### src/rtl/ex_regaddr_scoreboard.sv
// Register-address decode stage with a write-pending scoreboard.
// Holds back instructions whose source registers still await writeback.
module ex_regaddr_scoreboard #(
    parameter int unsigned INSTR_W = 16,
    parameter int unsigned ADDR_W  = 5,
    parameter int unsigned CNT_W   = 16
) (
    input  logic                   clk,
    input  logic                   rst_n,
    input  logic                   in_valid,
    input  logic [INSTR_W-1:0]     instr,
    output logic                   in_ready,
    input  logic                   flush,
    input  logic                   wb_valid,
    input  logic [ADDR_W-1:0]      wb_addr,
    output logic                   out_valid,
    input  logic                   out_ready,
    output logic [ADDR_W-1:0]      out_rs,
    output logic [ADDR_W-1:0]      out_rt,
    output logic [ADDR_W-1:0]      out_rd,
    output logic [ADDR_W-1:0]      out_dst,
    output logic                   stall,
    output logic [2**ADDR_W-1:0]   pending,
    output logic [CNT_W-1:0]       stall_cnt
);

    localparam int unsigned NREGS = 2**ADDR_W;

    if (INSTR_W < 3*ADDR_W+1) begin : g_bad_params
        $error("INSTR_W must be at least 3*ADDR_W+1");
    end

    logic [ADDR_W-1:0] dec_rs;
    logic [ADDR_W-1:0] dec_rt;
    logic [ADDR_W-1:0] dec_rd;
    logic [ADDR_W-1:0] dec_dst;
    logic              dst_sel;

    logic [NREGS-1:0]  eff_pending;
    logic              hazard;
    logic              accept;

    logic              out_valid_nxt;
    logic [ADDR_W-1:0] out_rs_nxt;
    logic [ADDR_W-1:0] out_rt_nxt;
    logic [ADDR_W-1:0] out_rd_nxt;
    logic [ADDR_W-1:0] out_dst_nxt;
    logic [NREGS-1:0]  pending_nxt;
    logic [CNT_W-1:0]  stall_cnt_nxt;

    // Field decode
    assign dec_rd  = instr[ADDR_W-1:0];
    assign dec_rt  = instr[2*ADDR_W-1:ADDR_W];
    assign dec_rs  = instr[3*ADDR_W-1:2*ADDR_W];
    assign dst_sel = instr[INSTR_W-1];
    assign dec_dst = dst_sel ? dec_rt : dec_rd;

    // A writeback landing this cycle already satisfies a dependent read
    always_comb begin
        eff_pending = pending;
        if (wb_valid) begin
            eff_pending[wb_addr] = 1'b0;
        end
    end

    assign hazard   = ((dec_rs != '0) && eff_pending[dec_rs])
                    || ((dec_rt != '0) && eff_pending[dec_rt]);
    assign in_ready = !flush && !hazard && (!out_valid || out_ready);
    assign accept   = in_valid && in_ready;
    assign stall    = in_valid && !in_ready;

    // Next-state for output stage, scoreboard and stall counter
    always_comb begin
        out_valid_nxt = out_valid;
        out_rs_nxt    = out_rs;
        out_rt_nxt    = out_rt;
        out_rd_nxt    = out_rd;
        out_dst_nxt   = out_dst;
        pending_nxt   = pending;
        stall_cnt_nxt = stall_cnt;

        if (flush) begin
            out_valid_nxt = 1'b0;
            pending_nxt   = '0;
        end else begin
            if (wb_valid) begin
                pending_nxt[wb_addr] = 1'b0;
            end
            if (accept) begin
                out_valid_nxt = 1'b1;
                out_rs_nxt    = dec_rs;
                out_rt_nxt    = dec_rt;
                out_rd_nxt    = dec_rd;
                out_dst_nxt   = dec_dst;
                // Set after clear so a same-address writeback loses
                if (dec_dst != '0) begin
                    pending_nxt[dec_dst] = 1'b1;
                end
            end else if (out_ready) begin
                out_valid_nxt = 1'b0;
            end
        end
        pending_nxt[0] = 1'b0;

        if (stall && (stall_cnt != {CNT_W{1'b1}})) begin
            stall_cnt_nxt = stall_cnt + CNT_W'(1);
        end
    end

    // State registers
    always_ff @(posedge clk or negedge rst_n) begin
        if (!rst_n) begin
            out_valid <= 1'b0;
            out_rs    <= '0;
            out_rt    <= '0;
            out_rd    <= '0;
            out_dst   <= '0;
            pending   <= '0;
            stall_cnt <= '0;
        end else begin
            out_valid <= out_valid_nxt;
            out_rs    <= out_rs_nxt;
            out_rt    <= out_rt_nxt;
            out_rd    <= out_rd_nxt;
            out_dst   <= out_dst_nxt;
            pending   <= pending_nxt;
            stall_cnt <= stall_cnt_nxt;
        end
    end

endmodule

### config.mk
export PLATFORM = sky130hd
export DESIGN_NAME = ex_regaddr_scoreboard
export DESIGN_NICKNAME = d
export VERILOG_FILES = /design/src/rtl/ex_regaddr_scoreboard.sv
export SDC_FILE = /design/constraint.sdc
export NUM_CORES = 1
export LEC_CHECK = 0
export ABC_AREA = 0
export CAP_MARGIN = 20
export CORE_MARGIN = 2
export CORE_UTILIZATION = 40
export CTS_CLUSTER_DIAMETER = 60
export DETAILED_ROUTE_END_ITERATION = 10
export GPL_TIMING_DRIVEN = 0
export PLACE_DENSITY = 0.64
export SYNTH_ARGS = -nofsm -noshare
export SYNTH_HDL_FRONTEND = slang
export SYNTH_SLANG_ARGS = --single-unit
### constraint.sdc
create_clock -name clk -period 3.3 [get_ports clk]
set_clock_uncertainty 0.2 [all_clocks]
set_input_delay 0.66 -clock clk [delete_from_list [all_inputs] [get_ports clk]]
set_output_delay 0.66 -clock clk [all_outputs]
set_load 0.03 [all_outputs]
# Yosys cells after proc, flatten, opt, wreduce, memory -nomap -nowiden
# Cells that the tools add are included.
[classes]
addsub = 1
magnitude_cmp = 6
eq_ne = 1
mux = 17
n_bitwise = 4
n_reduce_logical = 20
[op_table]
columns = ["op", "n"]
rows = [
  ["two-way mux 32 bit", 5],
  ["AND 32 bit", 1],
  ["inverter 32 bit", 1],
  ["OR 32 bit", 1],
  ["< comparator 5 x 6 -> 1 bit, second input constant", 4],
  ["adder 16 x 1 -> 16 bit, second input constant", 1],
  ["inequality test 16 bit, second input constant", 1],
  ["nonzero test 5 bit", 3],
  ["binary-select mux 1 bit (select 5 bit)", 2],
  ["demux 1 bit (select 5 bit)", 2],
  ["greater-or-equal comparator 5 x 1 -> 1 bit, second input constant", 2],
  ["logical AND 1 bit", 9],
  ["two-way mux 1 bit", 7],
  ["two-way mux 5 bit", 1],
  ["zero test 1 bit", 4],
  ["nonzero test 3 bit", 1],
  ["logical OR 1 bit", 2],
  ["AND reduction 2 bit", 1],
  ["inverter 1 bit", 1],
]
[totals]
reg_bits = 68
inputBits = 27
out_inout_bits = 71
elab_cells = 56

# Logic depth before layout (Yosys ltp)
[depth]
depth_word = 17
mapped_depth = 12
ltp_nobuf = 9

# Least setup slack after synthesis
# Ideal clock, no wire load.
[synth_path]
kind = "input port to output port"
start = "input port wb_addr[0]"
end = "output port stall"
arrival_time_ns = 2.692
t_required_ns = 2.440
path_slack_ns = -0.252
cell_stages = 10
path_buffers = 2
cell_sequence = "buf_2 -> nand2b_1 -> o21ai_1 -> o211a_2 -> o21ai_0 -> o311ai_1 -> a211o_1 -> and4_4 -> buf_2 -> nor2b_1"
[synth_via]
elab_chain_len = 16
[synth_lines]
columns = ["element", "line", "source"]
rows = [
  ["start: declaration", "15", "input logic [ADDR_W-1:0] wb_addr,"],
  ["< comparator 5 x 6 -> 1 bit (not written as such) / greater-or-equal comparator 5 x 1 -> 1 bit (equally long branches)", "62", "eff_pending[wb_addr] = 1'b0;"],
  ["logical AND 1 bit (not written as such)", "62", ""],
  ["two-way mux 1 bit (not written as such)", "62", ""],
  ["demux 1 bit (select 5 bit) *", "62", ""],
  ["inverter 32 bit (no source line) *", "--", ""],
  ["AND 32 bit (no source line) *", "--", ""],
  ["two-way mux 32 bit *", "61", "if (wb_valid) begin"],
  ["binary-select mux 1 bit (select 5 bit), on equally long branches", "66, 67", ""],
  ["two-way mux 1 bit, on equally long branches", "66, 67", ""],
  ["logical AND 1 bit, on equally long branches", "66, 67", ""],
  ["logical OR 1 bit *", "67", "|| ((dec_rt != '0) && eff_pending[dec_rt]);"],
  ["zero test 1 bit *", "68", "assign in_ready = !flush && !hazard && (!out_valid || out_ready);"],
  ["logical AND 1 bit * (2 in a row)", "68", ""],
  ["named net in_ready", "12", "output logic in_ready,"],
  ["zero test 1 bit *", "70", "assign stall = in_valid && !in_ready;"],
  ["logical AND 1 bit *", "70", ""],
  ["end: declaration", "22", "output logic stall,"],
]
# Mark *: on every way through the listed nets, which the timed path passes. The rest lies on a longest branch. The select of a mux whose other input is x is not followed.

# Worst setup path in the final report
[layout_path]
start = "input port wb_addr[4]"
end = "output port stall"
[layout_via]
elab_chain_len = 16
[layout_lines]
columns = ["element", "line"]
rows = [
  ["< comparator 5 x 6 -> 1 bit (not written as such) / greater-or-equal comparator 5 x 1 -> 1 bit (equally long branches)", "62"],
  ["logical AND 1 bit (not written as such)", "62"],
  ["two-way mux 1 bit (not written as such)", "62"],
  ["demux 1 bit (select 5 bit) *", "62"],
  ["inverter 32 bit (no source line) *", "--"],
  ["AND 32 bit (no source line) *", "--"],
  ["two-way mux 32 bit *", "61"],
  ["binary-select mux 1 bit (select 5 bit), on equally long branches", "66, 67"],
  ["two-way mux 1 bit, on equally long branches", "66, 67"],
  ["logical AND 1 bit, on equally long branches", "66, 67"],
  ["logical OR 1 bit *", "67"],
  ["zero test 1 bit *", "68"],
  ["logical AND 1 bit * (2 in a row)", "68"],
  ["zero test 1 bit *", "70"],
  ["logical AND 1 bit *", "70"],
]
# Every way passes the cells marked *; elsewhere a longest branch is shown, timed or not. The select of a mux whose other input is x is not followed.

==> summary.md <==
| Metric | Value |
|---|---|
| TritonCTS clock tree | built |
| Main synth FF type | dfrtp_1 |
| Area delta synth->final | 43.6% |
| Actual slew at the worst max-slew pin | around 860 ps |
| Status | finished, violations left |
| # port buffers | slightly below 90 |
| Worst-path clk slew | roughly 90 ps |
| Post-synth EDFFs | 0 |
| R2r startpoint | pending[21] |
| R2R cell count | 11 |
| Number of global-route vias before repair | between 3000 and 4000 |
| Clock sink count | just under 70 |
| Average wire per standard cell | approximately 21 um |
| Max_slew headroom | a little over two fifths |
| Critical path required time | about 2400 ps |
| First-pass GRT wire length | around 22000 um |
| ANT cells | 0 |
| FF+latch count, synth | just under 70 |
| Htree depth | 3 |
| Yosys top cell area share | between 40% and 50% |
| Adder-Cell Fraction of Synth Area | less than 1% |
| Syn Inst Count | approximately 390 |
| Cell taking the most area after synthesis | dfrtp_1 |
| Most common cell after layout, fill and taps aside | clkdlybuf4s50_1 |
| CP max stage delay | 300 ps |
| Compound-cell area share of the yosys netlist | between 15 and 20% |
| First-pass iteration count of the detailed router | 5 |
| Synth Area in XOR/XNOR | about 4% |
| CTS max path bufs | 2 |
| Crit path DAT | ~2500 ps |
| Fin. max-slew vios | 0 |
| Hold buffer count at cts | 0 |
| Crit end category | primary output |
| Final WL | between 10000 and 15000 um |
| Die Y | 105 um |
| Crit Path Class | in2out |
| Post-synth cell types | around 60 |
| Die W | ~100 um |
| Worst R2R End | pending[21] |
| Share of layout cells above drive strength 1 | between 20% and 30% |
| Worst reg-to-reg setup slack | approximately 220 ps |
| CP startpoint kind | input port |
| Lkg Pwr | 2.44 nW |
| Via count | between 3000 and 4000 |
| CTS buffer count | 9 |
| GR Overflow Total | 0 |
| IO Pins | roughly 100 |
| 1st-iter DRT viols | between 300 and 400 |
| Placed inst area | 5110 um^2 |
| Post-route clock period utilization | 102% |
| Maxcap violations | 0 |
| Fin area | 5830 um^2 |
| Violated checks | negative setup slack |
| Post-Synth Simple-Gate Area | around 16% |
| CORE AREA | between 9000 and 10000 um^2 |
| Routability cong. | between 0.9 and 1 |
| Min setup slack post-route | -71.4 ps |
| Commonest non-fill, non-tap cells in the layout | clkdlybuf4s50_1 (79), dfrtp_1 (68), o32ai_1 (29) |
| Die area | 11000 um^2 |
| Largest net degree at the start of global routing | just under 70 |
| Synth area leaders | dfrtp_1 (42%), mux2_4 (6.7%), o32ai_1 (6.5%) |
| Worst min-delay path class | in2async |
| Main combinational cell family by area after synthesis | compound AO/OA/AOI/OAI gates |
| Via-per-instance ratio | about 6.0 |
| Peak supply drop | roughly 0.30 mV |
| Sequential element share of the synthesized area | 41.9% |
| Pre-CTS setup slack | -1360 ps |
| CP Max Fanout | 4 |
| Max Clock Freq | slightly below 0.3 GHz |
| Cell area after synthesis | slightly above 4000 um^2 |
| Slowest cell on crit path | o32a_1 |
| Syn Nets | ~420 |
| Multiplexer share of the synthesized area | approximately 15% |
| DP HPWL | between 9000 and 10000 um |
| Ys Warns | 0 |
| Final Hold Viols | 0 |
| Post-synthesis average cell area | roughly 10 um^2 |
| Clock root buffer master | clkbuf_8 |
| RSZ-0062 raised after global routing | yes |
| Crit path time final | around 3400 ps |
| Core Rows | 36 |
| Remaining antenna violation count | 0 |
| Nets@finish | 543 |
| Initial antenna violation count | 0 |
| Pwr dens | 499 nW/um^2 |
| Number of remaining DRC errors | 0 |
| Setup violations, final | 2 |
| Starting Density | about 41% |
| Cell mode on critical path | buf_6 |
| Total Power | roughly 0.0029 W |
| GRT Util Overall | 25.3% |
| Fin util | about 59% |
| Clock latency on the worst-skew pair | ~350 ps |
| Worst-path cell chain | buf_8 -> nand4b_1 -> buf_6 -> o21ai_4 -> mux2i_1 -> o32a_1 -> o311ai_2 -> a211o_1 -> and4_4 -> nor2b_4 -> buf_6 |
| Post-synthesis async set-or-reset flop share | 100% |
[how the worst max path moves through the flow]
stage,from,end,cells after the start
after floorplan,wb_addr[0],stall,10
after global placement,wb_addr[1],stall,11
after detailed placement,wb_addr[1],stall,11
after CTS,wb_addr[4],stall,11
after global routing,wb_addr[4],stall,11
final,wb_addr[4],stall,11
[area by class of cell]
| type | instances | area [um^2] |
|---|---|---|
| Sequential cell | 68 | 1700 |
| Tap cell | 133 | 166 |
| Buffer | 30 | 210 |
| Clock inverter | 6 | 111 |
| Multi-Input combinational cell | 284 | 2340 |
| Inverter | 5 | 23.8 |
| Fill cell | 897 | 3990 |
| Timing Repair Buffer | 117 | 1130 |
| Clock buffer | 10 | 138 |
[logic make-up (layout without fill, tap and decap cells)]
group | count (synthesis) | in the layout
mux | 47 | 47
other cells | 1 | 1
xor+xnor | 18 | 18
simple gates | 112 | 112
compound gates | 105 | 105
flops | 68 | 68
buf+inv | 36 | 168
fa+ha+maj | 1 | 1
[stage by stage]
step / hold slack, ps / setup TNS, ps / cells
final: 213 / -140 / 653
after global routing: 289 / -237 / 653
after CTS: 244 / -183 / 643
after detailed placement: 281 / -33420 / 609
after global placement: 276 / -96920 / 609
after floorplan: 164 / 0 / 388
[worst max-delay path: cells and delay by family]
family          cells  cell delay, ps
buf+inv             3             420
compound gates      4             740
mux                 1             110
simple gates        3             580
[layer usage]
layer | global-route usage [%] | part of all wire [%]
met3 | 5.74 | 9.0
met4 | 10.1 | 3.0
met5 | 0 | 0
met1 | 32.8 | 41
met2 | 41.2 | 47
[power by group]
| part | internal [W] | switching, W |
|---|---|---|
| Sequential | 0.000950 | 0.000102 |
| Combinational | 0.000446 | 0.000547 |
| Clock | 0.000523 | 0.000343 |
[cells in the mapped netlist, drive strengths merged (9+ instances only)]
library cell	number
buf	20
clkbuf	11
dfrtp	68
mux2	25
mux2i	19
nand2	25
nand3	9
nand4	9
nor2	16
nor3	15
o211ai	9
o21ai	39
o32ai	32
xor2	16
[sequential cells by signal, indices dropped and copies added (netlist names)]
name / flops
out_rd: 5
out_dst: 5
out_rt: 5
out_valid: 1
out_rs: 5
stall_cnt: 16
pending: 31
[what timing repair did]
action | CTS | global route
setup buffers | 17 | 11
resized for setup | 81 | 31
pin swaps | 14 | 8
gates cloned | 1 | 0
endpoints found under the hold margin | 0 | 0
endpoints found under the setup margin | 64 | 12
Power figures use the tool's default switching activity.
